--- src/rtl/ahb_slave_port_arbiter_pkg.sv ---
// AHB_package: shared AHB definitions for the generated interconnect.
//   htrans_t        : HTRANS encoding (IDLE, BUSY, NONSEQ, SEQ)
//   MAX_MASTER_NUM  : upper bound on masters competing for one slave port
package AHB_package;

  typedef enum logic [1:0] {
    IDLE   = 2'd0,
    BUSY   = 2'd1,
    NONSEQ = 2'd2,
    SEQ    = 2'd3
  } htrans_t;

  localparam int MAX_MASTER_NUM = 16;

endpackage

--- src/rtl/ahb_slave_port_arbiter_rr_picker.sv ---
// ahb_rr_picker: purely combinational round-robin selector, reusable by any
// port that arbitrates among requesters.
// Ports:
//   req            in  N : request vector
//   last_onehot    in  N : one-hot index of the previous winner
//   winner_onehot  out N : one-hot winner (zero when no request)
//   any_req        out 1 : OR of req
module ahb_rr_picker #(
  parameter int N = 4
) (
  input  logic [N-1:0] req,
  input  logic [N-1:0] last_onehot,
  output logic [N-1:0] winner_onehot,
  output logic         any_req
);

  int  last_idx;
  int  idx;
  logic found;

  // Scan from the slot after the previous winner, wrapping; the previous
  // winner itself is visited last so it has the lowest priority.
  always_comb begin
    winner_onehot = '0;
    found         = 1'b0;
    last_idx      = 0;
    idx           = 0;
    for (int i = 0; i < N; i++) begin
      if (last_onehot[i]) last_idx = i;
    end
    for (int k = 1; k <= N; k++) begin
      idx = last_idx + k;
      if (idx >= N) idx = idx - N;
      for (int j = 0; j < N; j++) begin
        if (!found && (j == idx) && req[j]) begin
          winner_onehot[j] = 1'b1;
          found            = 1'b1;
        end
      end
    end
    any_req = |req;
  end

endmodule

--- src/rtl/ahb_slave_port_arbiter.sv ---
// ahb_slave_port_arbiter: per-slave address-phase arbitration and data-phase
// owner tracking for the AHB interconnect (master-to-slave direction).
// Ports:
//   HCLK       in  1       : clock
//   HRESET     in  1       : synchronous active-high reset
//   hreq       in  M       : per-master hit on this slave with NONSEQ/SEQ
//   htrans     in  2*M     : per-master HTRANS, master i at [2i+1:2i]
//   hmastlock  in  M       : per-master HMASTLOCK
//   hready_in  in  1       : HREADYOUT of the slave
//   addr_sel   out M       : one-hot address-phase owner (registered)
//   data_sel   out M       : one-hot or zero data-phase owner (registered)
//   hready_m   out M       : per-master HREADY contribution (combinational)
//   hsel_out   out 1       : HSEL to the slave (combinational)
module ahb_slave_port_arbiter
  import AHB_package::*;
#(
  parameter int MASTER_NUM = 4
) (
  input  logic                    HCLK,
  input  logic                    HRESET,
  input  logic [MASTER_NUM-1:0]   hreq,
  input  logic [2*MASTER_NUM-1:0] htrans,
  input  logic [MASTER_NUM-1:0]   hmastlock,
  input  logic                    hready_in,
  output logic [MASTER_NUM-1:0]   addr_sel,
  output logic [MASTER_NUM-1:0]   data_sel,
  output logic [MASTER_NUM-1:0]   hready_m,
  output logic                    hsel_out
);

  logic [MASTER_NUM-1:0] winner;
  logic                  any_req;
  logic [MASTER_NUM-1:0] hold_vec;
  logic                  hold;

  ahb_rr_picker #(.N(MASTER_NUM)) u_picker (
    .req           (hreq),
    .last_onehot   (addr_sel),
    .winner_onehot (winner),
    .any_req       (any_req)
  );

  // The owner keeps the port while it is mid-burst (SEQ/BUSY) or locked,
  // as long as it is still requesting this slave.
  always_comb begin
    hold_vec = '0;
    for (int i = 0; i < MASTER_NUM; i++) begin
      hold_vec[i] = addr_sel[i] & hreq[i] &
                    ((htrans[2*i +: 2] == SEQ) || (htrans[2*i +: 2] == BUSY) ||
                     hmastlock[i]);
    end
    hold = |hold_vec;
  end

  // Both registers advance only on accepted cycles; with no requests the
  // last owner stays parked so addr_sel is never zero.
  always_ff @(posedge HCLK) begin
    if (HRESET) begin
      addr_sel <= MASTER_NUM'(1);
      data_sel <= '0;
    end else if (hready_in) begin
      if (!hold && any_req) addr_sel <= winner;
      data_sel <= addr_sel & hreq;
    end
  end

  // Stall a master whose data phase is waiting, or who requests without
  // holding the address phase on an accepted cycle.
  assign hready_m = (~data_sel | {MASTER_NUM{hready_in}}) &
                    (~hreq | (addr_sel & {MASTER_NUM{hready_in}}));

  assign hsel_out = |(hreq & addr_sel);

endmodule

--- config.mk ---
export PLATFORM = sky130hd
export DESIGN_NAME = ahb_slave_port_arbiter
export DESIGN_NICKNAME = d
export VERILOG_FILES = /design/src/rtl/ahb_slave_port_arbiter_pkg.sv /design/src/rtl/ahb_slave_port_arbiter_rr_picker.sv /design/src/rtl/ahb_slave_port_arbiter.sv
export SDC_FILE = /design/constraint.sdc
export NUM_CORES = 1
export LEC_CHECK = 0
export CAP_MARGIN = 25
export CORE_UTILIZATION = 42
export CTS_BUF_LIST = sky130_fd_sc_hd__clkbuf_8
export CTS_CLUSTER_DIAMETER = 200
export DETAILED_ROUTE_END_ITERATION = 10
export PLACE_DENSITY = 0.87
export SLEW_MARGIN = 20
export SYNTH_ARGS = -nofsm -noshare
export SYNTH_HDL_FRONTEND = slang
export SYNTH_HIERARCHICAL = 1
export SYNTH_SLANG_ARGS = --single-unit
--- constraint.sdc ---
create_clock -name HCLK -period 3.05 [get_ports HCLK]
set_input_delay 0.7625 -clock HCLK [delete_from_list [all_inputs] [get_ports HCLK]]
set_output_delay 0.7625 -clock HCLK [all_outputs]
set_load 0.05 [all_outputs]
Word-level counts from Yosys, hierarchy flattened
Index checks and enable logic that the tools add are counted.
W data, S select, Z words.
- register bits: 8
- bits of input ports: 19
- reduce and logical (&&, ||, !) cells: 64
- eq/ne operators: 20
- multiplexer cells: 37
- order comparisons: 4
- bitwise operators: 15
- add/sub/neg operators: 8
- operators by type and width (kind ; count):
    $eq A3 B32 Y1 const A ; 8
    $mux W32 ; 6
    $eq A2 B32 Y1 const A ; 4
    $ge A32 B4 Y1 const B ; 4
    $logic_not A32 Y1 ; 4
    $sub A32 B4 Y32 const B ; 4
    $add A32 B3 Y32 const B ; 2
    $add A32 B2 Y32 const B ; 1
    $add A32 B4 Y32 const B ; 1
    $logic_and A1 B1 Y1 ; 32
    $mux W1 ; 31
    $logic_not A1 Y1 ; 16
    $and A4 B4 Y4 ; 3
    $reduce_or A4 Y1 ; 3
    $and A1 B1 Y1 ; 8
    $eq A2 B1 Y1 const B ; 4
    $eq A2 B2 Y1 const B ; 4
    $logic_or A1 B1 Y1 ; 8
    $not A4 Y4 ; 2
    $or A4 B4 Y4 ; 2
    $reduce_and A2 Y1 ; 1

Longest topological paths before layout
- depth in word-level cells: 69
- depth in mapped cells: 5
- mapped depth without buffers: 5

Hierarchy
The synthesis kept the hierarchy.
- modules (own cells, without submodules) (module ; area an instance (µm²) ; times used ; cells each):
    ahb_slave_port_arbiter ; 469.2 ; 1 ; 56
    ahb_rr_picker ; 121.4 ; 1 ; 20

Least setup slack after synthesis
OpenSTA, ideal clock, no wires.
- path kind: input to output
- start: input hreq[0]
- end: output hready_m[0]
- arrival time: 1.849 ns
- stages: 1
- data required time: 2.288 ns
- setup slack: 0.439 ns
- cell sequence: o21ai_0
- word-level cells in the longest chain between the ends: 3
- RTL lines (what ; line ; source):
    start, declared ; ahb_slave_port_arbiter.sv:21 ; input logic [MASTER_NUM-1:0] hreq,
    $not A4 Y4 ; ahb_slave_port_arbiter.sv:70 ; (~hreq | (addr_sel & {MASTER_NUM{hready_in}}));
    $or A4 B4 Y4 ; ahb_slave_port_arbiter.sv:70 ;
    $and A4 B4 Y4 ; ahb_slave_port_arbiter.sv:69 ; assign hready_m = (~data_sel | {MASTER_NUM{hready_in}}) &
    end, declared ; ahb_slave_port_arbiter.sv:27 ; output logic [MASTER_NUM-1:0] hready_m,
Every way passes these cells.

Worst setup path in the final report
Ends and elaborated chain as after synthesis.

==> metrics.txt <==
DRT antenna net count=0; drt first-iter violations=11; Setup TNS=0 ns; f_max=approximately 0.36 GHz; Synth top area share=0.271; crit path DAT=2.01 ns; mean routed wirelength per cell=13.6 µm; hpwl dp=around 1100 µm; initial antenna violation count=0; Area Overhead vs Synth=62.9%; H-tree depth=1; Die X=~40 µm; FF-to-FF End=addr_sel[0]$_SDFFE_PP1P_; Post-DP Area=between 900 and 1000 µm²; CP Max Fanout=9; synth top area cells=dfxtp_1 27%, nand2b_1 13%, o21ai_0 7.6%; Main synth FF type=dfxtp_1; synth unique cells=22; Vias=~650; register area share after synthesis=0.271; GPL Wtd Cong=slightly above 0.8; Reg2Reg Setup Slack=~1.8 ns; Slew HR=0.667; final setup fails=0; min cycle time layout=between 2 and 3 ns; core box area=1300 µm²; nets=between 100 and 150; Finished Core Util=0.739; number of synthesized flops with an enable pin=0; first-pass GRT wire length=around 2300 µm; num rows=13; Worst Setup Start Kind=input pin; cell taking the most area after synthesis=dfxtp_1; Worst Path Required=approximately 2.3 ns; clock latency on the worst-skew pair=~0.23 ns; Hold-fix buffers, CTS=0; clk sink count=8; status=complete, no violations; Post-synth top cells=12 x nand2b_1, 9 x o21ai_0, 8 x a21oi_1, 8 x dfxtp_1, 5 x inv_1; unrepaired setup endpoints after global routing=false; Layout Skew=~0.0067 ns; Synth Area per Inst=7.77 µm²; routed vias/inst=between 5 and 6; static leakage=roughly 0.38 nW; total gr overflow=0; Die Area=about 1600 µm²; largest net degree at the start of global routing=15; mapped cell area=591 µm²; CTS tree=yes; Reg-to-Reg Start=addr_sel[1]$_SDFFE_PP0P_; clock slew at reported path FFs=0.04 ns; CP endpoint=hready_m[0]; worst slew pin tran=0.498 ns; clock root buffer=clkbuf_8; num ports=32; Peak VDD IR=roughly 320 µV; min-delay worst type=register to register; Die Span Y=39.5 µm; yosys warns=6; vias in the first global route=538; Pwr Density=~420 nW/µm²; final hold violations=0; Yosys reg bits=8; max-cap check violation count=0; Final Cycle Share=0.910; most common cell in the netlist=nand2b_1; postcts setup bufs=0; crit path from=hreq[0]; Slew Limit Fails=0; crit end category=output port; Initial Util=0.454; share of layout cells above drive strength 1=0.144; post-place setup slack=between 0.2 and 0.3 ns; post-route setup slack=~0.28 ns; n_diodes=0; PostCTS Resize Cnt=0; IO Port Bufs=27; CTS buffer count=3; Pwr Total=~0.4 mW; Routed WL=around 1600 µm; # DRC=0; syn_nets=95; critical path class=input pin to output port; DRT Pass-1 Iters=4; Worst Reg2Reg Path Length in Cells=5; post-route cell area=just under 1000 µm²; GRT Util Overall=0.231; clock buffer depth=2; share of flip-flops with an asynchronous set or reset=0; synthesized instance count=76
[report_power, final]
group	internal, mW	switching (mW)	total [mW]	leakage [nW]
combinational	0.0697	0.0822	0.152	0.290
clock	0.0855	0.0412	0.127	0.0216
sequential	0.111	0.0106	0.121	0.0652
total	0.266	0.134	0.400	0.376
[flip-flops by register name, summed over array words and instances, names as in the netlist]
| signal | flops |
|---|---|
| addr_sel | 4 |
| data_sel | 4 |
[worst max-delay path, stage by stage]
cell,delay [ns]
clkdlybuf4s50_1,0.65
inv_1,0.07
o21ai_0,0.17
o21ai_0,0.18
buf_12,0.19
[cells in the final DEF, fill, tap and decap left out]
cell             instances
clkdlybuf4s50_1         22
nand2b_1                12
o21ai_0                  9
a21oi_1                  8
dfxtp_1                  8
inv_1                    5
buf_12                   5
mux2i_1                  4
nor2_1                   4
nand3_1                  4
nand2_1                  3
o211ai_2                 3
clkbuf_8                 3
a22oi_1                  2
nand3_2                  2
or2b_1                   2
nor2b_1                  2
o211ai_1                 1
nor2_4                   1
o21bai_1                 1
or2_1                    1
o32ai_1                  1
a221oi_2                 1
[cells by family after synthesis]
family | Yosys count | synth area share
flip-flops | 8 | 0.271
AND/OR/NAND/NOR | 31 | 0.316
AO/OA/AOI/OAI | 26 | 0.299
buffers and inverters | 7 | 0.0466
multiplexers | 4 | 0.0678
[worst min-delay path by stage]
stage	cells after the start	from	end	slack, ns
floorplan	2	data_sel[0]$_SDFFE_PP0P_	data_sel[0]$_SDFFE_PP0P_	0.70
global placement	2	data_sel[0]$_SDFFE_PP0P_	data_sel[0]$_SDFFE_PP0P_	0.47
detailed placement	2	data_sel[1]$_SDFFE_PP0P_	data_sel[1]$_SDFFE_PP0P_	0.48
CTS	2	data_sel[1]$_SDFFE_PP0P_	data_sel[1]$_SDFFE_PP0P_	0.49
global route	2	data_sel[3]$_SDFFE_PP0P_	data_sel[3]$_SDFFE_PP0P_	0.51
finish	2	data_sel[3]$_SDFFE_PP0P_	data_sel[3]$_SDFFE_PP0P_	0.49
[stage by stage]
stage | instances | hold WS, ns
CTS | 119 | 0.490
global placement | 116 | 0.471
finish | 119 | 0.495
detailed placement | 116 | 0.481
global route | 119 | 0.507
floorplan | 76 | 0.702
[final cells by class]
class,instances,area (µm²)
multi-input combinational,61,403
clock buffer,3,41.3
tap,15,18.8
timing repair buffer,27,320
sequential,8,160
inverter,5,18.8
fill,105,339
[per-layer routing]
metal,vias up,global-route usage,share of wire
met4,0,0.155,0.0050
met5,-,0,0
met1,296,0.278,0.42
met2,27,0.373,0.51
li1,324,-,-
met3,2,0.0341,0.057
(Power assumes the default switching activity.)
